$ cat src/rtl/sipo_pkg.sv
// sipo_pkg: shared constants and the bit-count width helper for the SIPO block
package sipo_pkg;
    localparam int SIPO_DEFAULT_WIDTH = 4;
    function automatic int cnt_width(input int w);
        return $clog2(w + 1);
    endfunction
endpackage

$ cat src/rtl/sipo.sv
// sipo: serial-in parallel-out shift register with a one-cycle word-boundary pulse
module sipo
    import sipo_pkg::*;
#(
    parameter int WIDTH  = SIPO_DEFAULT_WIDTH,
    parameter bit MSB_IN = 1'b1
) (
    input  logic                        clk,
    input  logic                        rst,
    input  logic                        si,
    output logic [WIDTH-1:0]            q,
    output logic                        word_valid,
    output logic [cnt_width(WIDTH)-1:0] bit_cnt
);
    localparam int            CW   = cnt_width(WIDTH);
    localparam logic [CW-1:0] LAST = CW'(WIDTH - 1);
    logic [WIDTH-1:0] q_q, q_d;
    logic [CW-1:0]    cnt_q, cnt_d;
    logic             vld_q, vld_d;
    always_comb begin
        q_d   = MSB_IN ? {q_q[WIDTH-2:0], si} : {si, q_q[WIDTH-1:1]};
        cnt_d = (cnt_q == LAST) ? '0 : cnt_q + CW'(1);
        vld_d = (cnt_q == LAST);
    end
    always_ff @(posedge clk) begin
        if (rst) begin
            q_q   <= '0;
            cnt_q <= '0;
            vld_q <= 1'b0;
        end else begin
            q_q   <= q_d;
            cnt_q <= cnt_d;
            vld_q <= vld_d;
        end
    end
    assign q          = q_q;
    assign bit_cnt    = cnt_q;
    assign word_valid = vld_q;
endmodule

$ cat config.mk
export PLATFORM = sky130hd
export DESIGN_NAME = sipo
export DESIGN_NICKNAME = d
export VERILOG_FILES = /design/src/rtl/sipo_pkg.sv /design/src/rtl/sipo.sv
export SDC_FILE = /design/constraint.sdc
export NUM_CORES = 1
export LEC_CHECK = 0
export BUFFER_PORTS_ARGS = -buffer_cell sky130_fd_sc_hd__buf_4
export CORE_AREA = 2 2 39 41
export CTS_BUF_LIST = sky130_fd_sc_hd__clkbuf_4 sky130_fd_sc_hd__clkbuf_8 sky130_fd_sc_hd__clkbuf_16
export DETAILED_ROUTE_END_ITERATION = 6
export DIE_AREA = 0 0 41 43
export MAX_ROUTING_LAYER = met4
export PLACE_DENSITY_LB_ADDON = 0.15
export SETUP_SLACK_MARGIN = 0.1
export SLEW_MARGIN = 40
export SYNTH_ARGS = -nofsm -noshare
export SYNTH_HDL_FRONTEND = slang
export SYNTH_SLANG_ARGS = --single-unit
$ cat constraint.sdc
create_clock -name clk -period 3 [get_ports clk]
set_input_delay 0.15 -clock clk [delete_from_list [all_inputs] [get_ports clk]]
set_output_delay 0.15 -clock clk [all_outputs]
set_load 0.005 [all_outputs]
After elaboration in Yosys (flattened, before gate mapping)
Index checks and enable logic that the tools add are counted.

Register bits after elaboration: 8.

Add/sub/neg operators: 1. Eq/ne operators: 1. Reduce and logical (&&, ||, !) cells: 1.

Operator list (count): 3-bit by 1-bit adder with 3-bit output, second input constant (1); 3-bit by 2-bit equality test with 1-bit output, second input constant (1); 2-bit OR reduction (1).

Logic depth before layout (Yosys ltp)
Depth after elaboration: 2. Gate-level depth with buffers: 3. Mapped depth without buffers: 3.

Worst setup path after synthesis
Ideal clock, no wire load.

Path type: reg2reg. Start: register cnt_q[0] (netlist: bit_cnt[0]). End: register cnt_q[2] (netlist: bit_cnt[2]). Library setup time: 78 ps. Arrival: 914 ps. Data required time: 2922 ps. Setup slack: 2008 ps. Cell stages (with the launch flop): 4. Path buffers: 0. Period minus slack after synthesis: 992 ps. Cell sequence: dfxtp_1 ha_1 ha_1 nor3_1.

Word-level cells in the longest chain between the ends: 2. Elaborated cells on any way between the ends: 3. Those cells by class: add/sub (1); eq/ne (1); reduce/logical (1).

Ends and longest elaborated chain: start, declared (line sipo.sv:18) `logic [CW-1:0] cnt_q, cnt_d;`; start signal, assigned (line sipo.sv:32) `cnt_q <= cnt_d;`; branches (longest 2 deep; another with 3-bit by 1-bit adder with 3-bit output).

Several ways; the timed one is not identified. A chain may end at the register's enable or synchronous reset.

Worst setup path in the final report
Ends and elaborated chain as after synthesis.

==> impl_metrics.toml <==
[pwr]
p_sw_share_pct = 21.0
power_mw = 0.221
seq_power_share_pct = 53.0
power_density_mw_per_mm2 = 614
p_int_mw = 0.175
p_comb_share_pct = 11.0
leakagePower_nw = 0.166
ir_drop_mv = 0.165
p_switching_mw = 0.0465
pwr-share-clk_pct = 36.0

[cells_and_area]
n_antenna_cell = 0
final_cells = 48
drive_gt1_share_pct = 43.8
fillers = 154
final_cell_area_sq_um = 360
fin_util_pct = 26.0
area_growth_pct = 48.5
fin_nets = 39

[timing]
layout_min_cycle_time_ns = 1.05
setup-tns-final_ns = 0
finalCritPeriodShare_pct = 35.1
finalClockSkew_ns = 0.000148
finalHoldViolCount = 0
drv_slew = 0
setup_viol = 0
relSlewSlack_pct = 89.8
worst_pin_slew_ns = 0.152
rsz0062_at_grt = "false"
max_freq_mhz = 951

[floorplan]
die_area_sq_mm = 0.00176
fp.dieW_um = 41
rows = 14
initial_core_util_pct = 17.5
core_sq_mm = 0.00138
die_y_um = 43
io_pins = 11

[route]
drt_first_pass_iters = 1
wirelength_um = 397
vias = 168
wl_per_cell_um = 8.27
drc_errors = 0
first_iter_violations = 0
via_per_inst = 3.50
ant_nets = 0

[worst_setup_path]
worst_ep_arrival_time_ns = 1.22
path_cells = "ha_1 > ha_1 > nor3_1"
setup.worst_path.start_class = "flip-flop"
critPathBufInv = 0
r2r_slack_ns = 1.95
crit_path_max_incr_delay_ns = 0.32
crit_family = "adder cells"
crit_type = "flip-flop to flip-flop"
cpMaxStageDelayCell = "dfxtp_1"
crit_path_end_kind = "flip-flop"
crit_path_frequent_cell = "ha_1"
required_ns = 3.17
crit_path_max_fanout = 3

[flow_run]
max_cap_viol_count = 0

[clocking]
htreeDepth = 1
cts_root_buf = "clkbuf_4"
clock_path_buffers = 2
cts_buffers = 3
post_cts_buffers = 0
cts.sinks = 8
clkTransAtPathRegs_ns = 0.05
clock_latency_ns = 0.24
tritoncts = "built"
cts_resized = 0
cts_hold_buf = 0

[logic_synthesis]
synth.yosys.warnings = 0
syn_nets = 24
synth_area_leaders = "dfxtp_1 (66%), nor2b_1 (13%), ha_1 (10%)"
ys_ff_latch = 8
synth_top_area_share_pct = 66.0
ys_seq_area_share_pct = 66.0
yosysTopAreaCell = "dfxtp_1"
ys_types = 6
syn_inst = 19
syn_area_per_cell_sq_um = 12.8
syn-cell-area_sq_um = 243

[global_routing]
antenna_found_initial = 0
grt_pass1_vias = 149
grt_max_degree = 9
grt_pass1_wl_um = 607
track_usage_pct = 5.99
grt-ovfl-total = 0

[placement]
place.gp.congestion = 0.593
dpl_cell_area_sq_um = 338
place_inst = 45
place.port_buffers = 10

[status]
run_status = "complete, no violations"

[min_path]
hold_class = "input port to flip-flop"
## worst register-to-register path: cells and delay by family, from the launching register on
kind                       cells  cell delay (ns)
and+or+nand+nor                1             0.18
DFF                            1             0.32
adders and majority gates      2             0.47
## stage by stage
stage | hold WS, ns | setup slack [ns]
finish | 0.114 | 1.95
global route | 0.119 | 1.84
CTS | 0.107 | 1.93
detailed placement | 0.369 | 1.95
global placement | 0.365 | 2.01
floorplan | 0.221 | 2.01
## path summary, 6_finish.rpt
kind,depth (start not counted),endpoint,start
min,2,q[0],si
max,3,bit_cnt[2],bit_cnt[0]
max reg2reg,3,bit_cnt[2],bit_cnt[0]
min reg2reg,1,q[3],q[2]
## cell families after synthesis
family                     synth area share [%]
DFF                                        66.0
and+or+nand+nor                            22.2
adders and majority gates                  10.3
buffers and inverters                      1.54
## area by class of cell
| class | count | area [sq um] | share of cell area [%] |
|---|---|---|---|
| Timing Repair Buffer | 10 | 75.1 | 20.8 |
| Inverter | 1 | 3.75 | 1.04 |
| Clock buffer | 3 | 22.5 | 6.25 |
| Sequential cell | 8 | 160 | 44.4 |
| Tap cell | 16 | 20.0 | 5.56 |
| Multi-Input combinational cell | 10 | 78.8 | 21.9 |
## power by group through the flow
stage          registers (mW)  clock network, mW  logic [mW]
2_1_floorplan           0.120                  0     0.00899
3_3_place_gp            0.119                  0      0.0244
3_5_place_dp            0.120                  0      0.0254
4_1_cts                 0.118             0.0849      0.0252
5_1_grt                 0.119             0.0903      0.0279
6_report                0.117             0.0797      0.0243
## state kept, by name (all words and copies together) (netlist names)
name / flops
bit_cnt: 3
q: 4
word_valid: 1
## Yosys cell counts (all sizes together)
| cell type | instances |
|---|---|
| dfxtp | 8 |
| nor2b | 5 |
| ha | 2 |
| nor3 | 2 |
| inv | 1 |
| nor3b | 1 |
## cells in the final DEF (no fill, tap or decap)
| master | n |
|---|---|
| nor3b_2 | 1 |
| buf_4 | 10 |
| ha_1 | 2 |
| dfxtp_1 | 8 |
| nor3_1 | 2 |
| clkbuf_4 | 3 |
| inv_1 | 1 |
| nor2b_1 | 5 |
## per-layer routing
layer	vias to the layer above	GRT usage, %	part of all wire, %
li1	89	-	-
met1	74	6.49	37
met2	5	6.25	54
met3	0	3.14	9.1
met4	0	8.00	0
met5	-	-	0
Power figures use the tool's default switching activity.
